`config.mk`:
```
export PLATFORM = sky130hd
export DESIGN_NAME = toggle_sat_counter
export DESIGN_NICKNAME = d
export VERILOG_FILES = /design/src/rtl/toggle_sat_counter.sv
export SDC_FILE = /design/constraint.sdc
export NUM_CORES = 1
export LEC_CHECK = 0
export ABC_AREA = 0
export BUFFER_PORTS_ARGS = -buffer_cell sky130_fd_sc_hd__buf_2
export CORE_AREA = 5 5 42 44
export DETAILED_ROUTE_END_ITERATION = 8
export DIE_AREA = 0 0 47 49
export SLEW_MARGIN = 0
export SYNTH_ARGS = -nofsm -noshare
export SYNTH_HDL_FRONTEND = slang
export SYNTH_SLANG_ARGS = --single-unit
```
`constraint.sdc`:
```
create_clock -name clk -period 1.6 [get_ports clk]
set_input_delay 0.32 -clock clk [delete_from_list [all_inputs] [get_ports clk]]
set_output_delay 0.32 -clock clk [all_outputs]
set_load 0.05 [all_outputs]
```
`src/rtl/toggle_sat_counter.sv`:
```
// toggle_sat_counter: up-counter that sticks at all-ones instead of wrapping
module toggle_sat_counter #(
    parameter int W = 8
) (
    input  logic         clk,
    input  logic         rst_n,
    input  logic         inc,
    output logic [W-1:0] cnt
);

    logic [W-1:0] cnt_q;

    // Count on inc, hold once saturated
    always_ff @(posedge clk) begin
        if (!rst_n) cnt_q <= '0;
        else if (inc && cnt_q != '1) cnt_q <= cnt_q + 1'b1;
    end

    assign cnt = cnt_q;

endmodule

```
==> impl_results.md, run 1 <==
- Worst-skew pair later-pin latency: 0.26 ns
- Vias in the first global route: 376
- Relative slew margins: 83.8%
- DP HPWL: 686 um
- Pint: just over 0.3 mW
- Nets: 65
- Final Hold Fails: 0
- Worst path required time: ~1.8 ns
- # IOs: 11
- Mean Syn Cell Area: 8.60 um^2
- Syn Inst Count: 47
- GPL Wtd Cong: 0.735
- Post-Syn Area: 404 um^2
- Starting Density: 28.8%
- Critical path class: flop to flop
- LEAKAGE: about 0.21 nW
- Critical path's top delay family: simple AND/OR/NAND/NOR gates
- I/O Buffers: 10
- Chip Height: 49 um
- Clock root cell: clkbuf_4
- Top cell type by total area after synthesis: dfxtp_1
- Grt ovf: 0
- Max Slew Vio Count: 0
- CTS tree: yes
- Layout Skew: ~0.0052 ns
- Net Sw Frac: between 20% and 30%
- Crit-path cells: ha_1, nand3_1, or4_1, and3_1
- Worst-Margin Slew: around 0.24 ns
- Detail Route Antenna Nets: 0
- DRC: 0
- Post-CTS setup repair buffer count: 0
- Syn_nets: 51
- Rows: 14
- Area contributors post-synth: dfxtp_1, a21oi_1, nand2_1
- DR WL/cell: around 13 um
- Min Tclk post-route: 1.41 ns
- Ant. Diodes: 0
- Async set or reset register ratio after synthesis: 0%
- Drt total wl: about 940 um
- Synth Register Bits: 8
- Via density: 5.15
- Worst setup SP type: flop
- Synth cell count leaders: dfxtp_1, nand2_1, a21oi_1
- Max-cap violations: 0
- RSZ-0062 raised after global routing: no
- Global-route wire length before repair: 1.55 mm
- Setup TNS: 0 ns
- Worst Path Arrival: around 1.6 ns
- H-tree Lvls: 1
- Slowest-stage cell, CP: or4_1
- Post-CTS resize count: 0
- Num Clock Sinks: 8
- Top-count cell post-synth: dfxtp_1
- Status: finished, final reports clean
- Max stage delay on crit path: 0.40 ns
- Max Clock Freq: 708 MHz
- Area of the multi-input gates: around 230 um^2
- Register area share after synthesis: 39.6%
- Layout area overhead: 22.6%
- Gr usage total: under 10%
- Starting DRT DRC Count: 12
- Die X: ~47 um
- Final setup violation count: 0
- DRT Pass-1 Iters: 4
- Setup crit end kind: flop
- Placed inst area: 473 um^2
- Clock transition at path regs: approximately 0.06 ns
- Clk buf depth: 2
- Share of layout cells above drive strength 1: between 30% and 40%
- Max reg flops: 8
- DIE AREA: approximately 2300 um^2
- Yosys Warn Count: 0
- FF+latch area: 164 um^2
- CP max FO: 6
- Area share of the largest cell type after synthesis: between 30% and 40%
- Power share of the clock group: between 30% and 40%
- Maximum vdd drop: around 0.00036 V
- Final non-filler cell area: 495 um^2
- Worst hold path type: input port to flop
- Switching power: 0.114 mW
- Pwr/cell area: 845 nW/um^2
- Top FF cell, synth: dfxtp_1
- Synth unique cells: 22
- Ratio of final minimum period to clock period: about nine tenths
- Initial antenna violation count: 0
- Vias: 386
- # hold bufs at CTS: 0
- CTS buffer count: 3
- Number of synthesized flops with an enable pin: 0
- Largest net degree at the start of global routing: 9
- Layout fillers: 155
- Comb power frac: 10.7%
- Core area: between 1000 and 1500 um^2
- Buffers & Inverters on Critical Path: 0
- Sequential group share of total power: 50.6%
area by class of cell:
cell class | count | area share, %
well taps | 16 | 4.04
inverters | 2 | 1.52
clock buffers | 3 | 4.55
repair buffers | 10 | 10.1
flip-flops and latches | 8 | 33.1
multi-input cells | 36 | 46.7
cells in the final DEF (no fill, tap or decap), types with 3 or more instances in the layout:
cell type and count:
dfxtp_2 3, dfxtp_1 5, clkbuf_4 3, nor3_1 3
nand2_1 6, buf_2 10, a21oi_1 5
worst reg2reg max path, stage by stage (launching register included):
cell	delay [ns]
dfxtp_2	0.36
ha_1	0.24
nand3_1	0.12
or4_1	0.40
and3_1	0.18
power groups by stage:
stage | Sequential [mW] | Clock (mW) | Combinational (mW)
after CTS | 0.212 | 0.166 | 0.0451
after global placement | 0.216 | 0 | 0.0455
after floorplan | 0.233 | 0 | 0.0137
final | 0.212 | 0.162 | 0.0447
after detailed placement | 0.216 | 0 | 0.0450
after global routing | 0.213 | 0.171 | 0.0493
metal layers:
metal,track usage [%],part of all wire (%),vias to the layer above
li1,-,-,204
met1,11.7,49,168
met2,13.1,42,11
met3,3.32,6.5,3
met4,6.91,2.3,0
met5,0,0,-
metrics by stage:
step           hold slack [ns]  cells  setup WS (ns)  util (%)  total power [mW]
2_1_floorplan            0.457     47         0.0132         -             0.247
3_3_place_gp             0.468     72          0.232      33.8             0.261
3_5_place_dp             0.473     72          0.207      33.8             0.261
4_1_cts                  0.373     75          0.193      35.4             0.423
5_1_grt                  0.399     75          0.123      35.4             0.433
6_report                 0.370     75          0.188      35.4             0.419
cells by family after synthesis:
logic type               synth area share (%)
AO/OA/AOI/OAI                            23.2
adder cells (fa/ha/maj)                  3.10
buffers and inverters                    3.10
flip-flops                               39.6
multiplexers                             4.95
AND/OR/NAND/NOR                          26.0
worst paths after layout:
kind | startpoint | endpoint | slack [ns] | depth (start not counted)
max | cnt[0] | cnt[6] | 0.19 | 4
min | rst_n | cnt[1] | 0.37 | 3
max reg2reg | cnt[0] | cnt[6] | 0.19 | 4
min reg2reg | cnt[1] | cnt[1] | 0.48 | 2
Note: power is estimated with default switching activity, not from simulation.
==> run 2: changes to the inputs <==
Settings changed: BUFFER_PORTS_ARGS -buffer_cell sky130_fd_sc_hd__buf_2 to not set, DONT_BUFFER_PORTS set to 1.
Clock period 1.6 ns to 1.2 ns, I/O delays scaled along.
==> impl_results.md, run 2 (synthesized netlist as in run 1, its figures left out) <==
- Relative slew margins: 87.5% (was 83.8%)
- DRC: 0 (unchanged)
- Core area: 1400 um^2 (unchanged)
- Ratio of final minimum period to clock period: 102% (was 88.2%)
- Layout area overhead: 52.9% (was 22.6%)
- Final non-filler cell area: 618 um^2 (was 495 um^2)
- CTS tree: yes (unchanged)
- Worst-skew pair later-pin latency: 0.25 ns (was 0.26 ns)
- Setup TNS: -0.0241 ns (was 0 ns)
- Chip Height: 49 um (unchanged)
- Pre-CTS setup slack: -0.0105 ns (was 0.207 ns)
- GPL Wtd Cong: 0.742 (was 0.735)
- Max-cap violations: 0 (unchanged)
- Max stage delay on crit path: 0.38 ns (was 0.40 ns)
- Starting DRT DRC Count: 0 (was 12)
- HP Start: rst_n (unchanged)
- Pwr/cell area: 901 nW/um^2 (was 845 nW/um^2)
- Critical R2R Capture: cnt[6] (unchanged)
- Post-Layout Cell Count: 79 (was 75)
- WHS Endpoint: cnt[0] (was cnt[1])
- Maximum vdd drop: 0.000745 V (was 0.000360 V)
- Drt total wl: 985 um (was 942 um)
- Post-layout power: 0.557 mW (was 0.419 mW)
- LEAKAGE: 0.244 nW (was 0.213 nW)
- Failing checks: negative setup slack
- Layout Skew: 0.00379 ns (was 0.00517 ns)
- Final Hold Fails: 0 (unchanged)
- Crit-path cells: ha_4, nand3_2, or4_1, and3_1 (was ha_1, nand3_1, or4_1, and3_1)
- Most frequent cells in the layout: buf_4, nand2_1, dfxtp_4 (was buf_2, nand2_1, a21oi_1, dfxtp_1)
- Num Clock Sinks: 8 (unchanged)
- CTS buffer count: 3 (unchanged)
- Nets: 69 (was 65)
- Worst Path Arrival: 1.37 ns (was 1.56 ns)
- Max Clock Freq: 817 MHz (was 708 MHz)
- R2R Path Start: cnt[1] (was cnt[0])
- Die X: 47 um (unchanged)
- DP HPWL: 742 um (was 686 um)
- Slowest-stage cell, CP: or4_1 (unchanged)
- Starting Density: 28.8% (unchanged)
- Grt ovf: 0 (unchanged)
- Final setup violation count: 1 (was 0)
- DIE AREA: 2300 um^2 (unchanged)
- Worst hold path type: input port to flop (unchanged)
- Clock transition at path regs: 0.06 ns (about the same)
- Via density: 5.20 (was 5.15)
- Share of layout cells above drive strength 1: 49.2% (was 30.5%)
- Min Tclk post-route: 1.22 ns (was 1.41 ns)
- Worst path required time: 1.34 ns (was 1.75 ns)
- Clk buf depth: 2 (unchanged)
- Initial antenna violation count: 0 (unchanged)
- Worst setup path startpoint: cnt[1] (was cnt[0])
- Register-to-Register Setup Slack: -0.02 ns (was 0.19 ns)
- Setup crit end kind: flop (unchanged)
- H-tree Lvls: 1 (unchanged)
- Vias: 411 (was 386)
- Placed inst area: 552 um^2 (was 473 um^2)
- Reg2Reg Depth: 4 (unchanged)
- Global-route wire length before repair: 1.74 mm (was 1.55 mm)
- Max reg flops: 8 (unchanged)
- I/O Buffers: 0 (was 10)
- # IOs: 11 (unchanged)
- Hold Path Depth: 2 (was 3)
- Status: finished with violations (was finished, final reports clean)
- Worst-Margin Slew: 0.186 ns (was 0.243 ns)
- Cell count after placement: 74 (was 72)
- Commonest non-fill, non-tap cell in the layout: buf_4 (was buf_2)
- DR WL/cell: 12.5 um (was 12.6 um)
- Gr usage total: 10.5% (was 9.52%)
- DRT Pass-1 Iters: 1 (was 4)
- RSZ-0062 raised after global routing: yes (was no)
- Worst setup margin: -0.0241 ns (was 0.188 ns)
- CP max FO: 4 (was 6)
- Detail Route Antenna Nets: 0 (unchanged)
- Ant. Diodes: 0 (unchanged)
- Critical path class: flop to flop (unchanged)
- Vias in the first global route: 402 (was 376)
- Rows: 14 (unchanged)
- Max Slew Vio Count: 0 (unchanged)
- Clock root cell: clkbuf_4 (unchanged)
- Largest net degree at the start of global routing: 9 (unchanged)
- Worst setup SP type: flop (unchanged)
[run 2: cell count changes in the layout (fill, tap and decap cells not counted), sizes merged]
| cell | change |
|---|---|
| buf | +4 |
[run 2: worst max-delay path by stage]
stage | end | slack [ns] | cells after the start
2_1_floorplan | cnt[6] | -0.14 | 4
3_3_place_gp | cnt[6] | 0.003 | 4
3_5_place_dp | cnt[6] | -0.01 | 4
4_1_cts | cnt[6] | -0.02 | 4
5_1_grt | cnt[6] | -0.07 | 4
6_report | cnt[6] | -0.02 | 4
[run 2: worst max-delay path, delay by kind of cell (launching register included)]
kind	cells	cell delay, ns
and+or+nand+nor	3	0.61
DFF	1	0.36
adders and majority gates	1	0.15
[run 2: routing by layer]
metal / vias to the layer above / global-route usage (%) / part of all wire, %
met5: - / 0 / 0
met4: 0 / 1.38 / 0
met3: 0 / 7.75 / 8.7
met2: 11 / 15.2 / 49
met1: 188 / 12.7 / 42
li1: 212 / - / -
[run 2: power breakdown]
part | switching [mW] | leakage, nW | internal (mW)
Combinational | 0.0448 | 0.160 | 0.0350
Sequential | 0.00717 | 0.0704 | 0.264
Clock | 0.0919 | 0.0138 | 0.114
[run 2: final cells by class]
type | count | area, um^2
well taps | 16 | 20.0
clock buffers | 3 | 22.5
flip-flops and latches | 8 | 185
repair buffers | 14 | 116
inverters | 2 | 7.51
fillers | 138 | 783
multi-input cells | 36 | 267
[run 2: timing repair]
| item | in CTS | in global routing |
|---|---|---|
| pin swaps | 0 | 1 |
| buffers inserted | 2 | 0 |
| hold buffers | 0 | 0 |
| gates resized for setup | 0 | 6 |
| setup endpoints to repair | 3 | 8 |
[run 2: stage by stage]
step	util [%]	hold WS, ns
2_1_floorplan	-	0.374
3_3_place_gp	39.4	0.378
3_5_place_dp	39.4	0.384
4_1_cts	42.1	0.112
5_1_grt	44.1	0.111
6_report	44.1	0.116
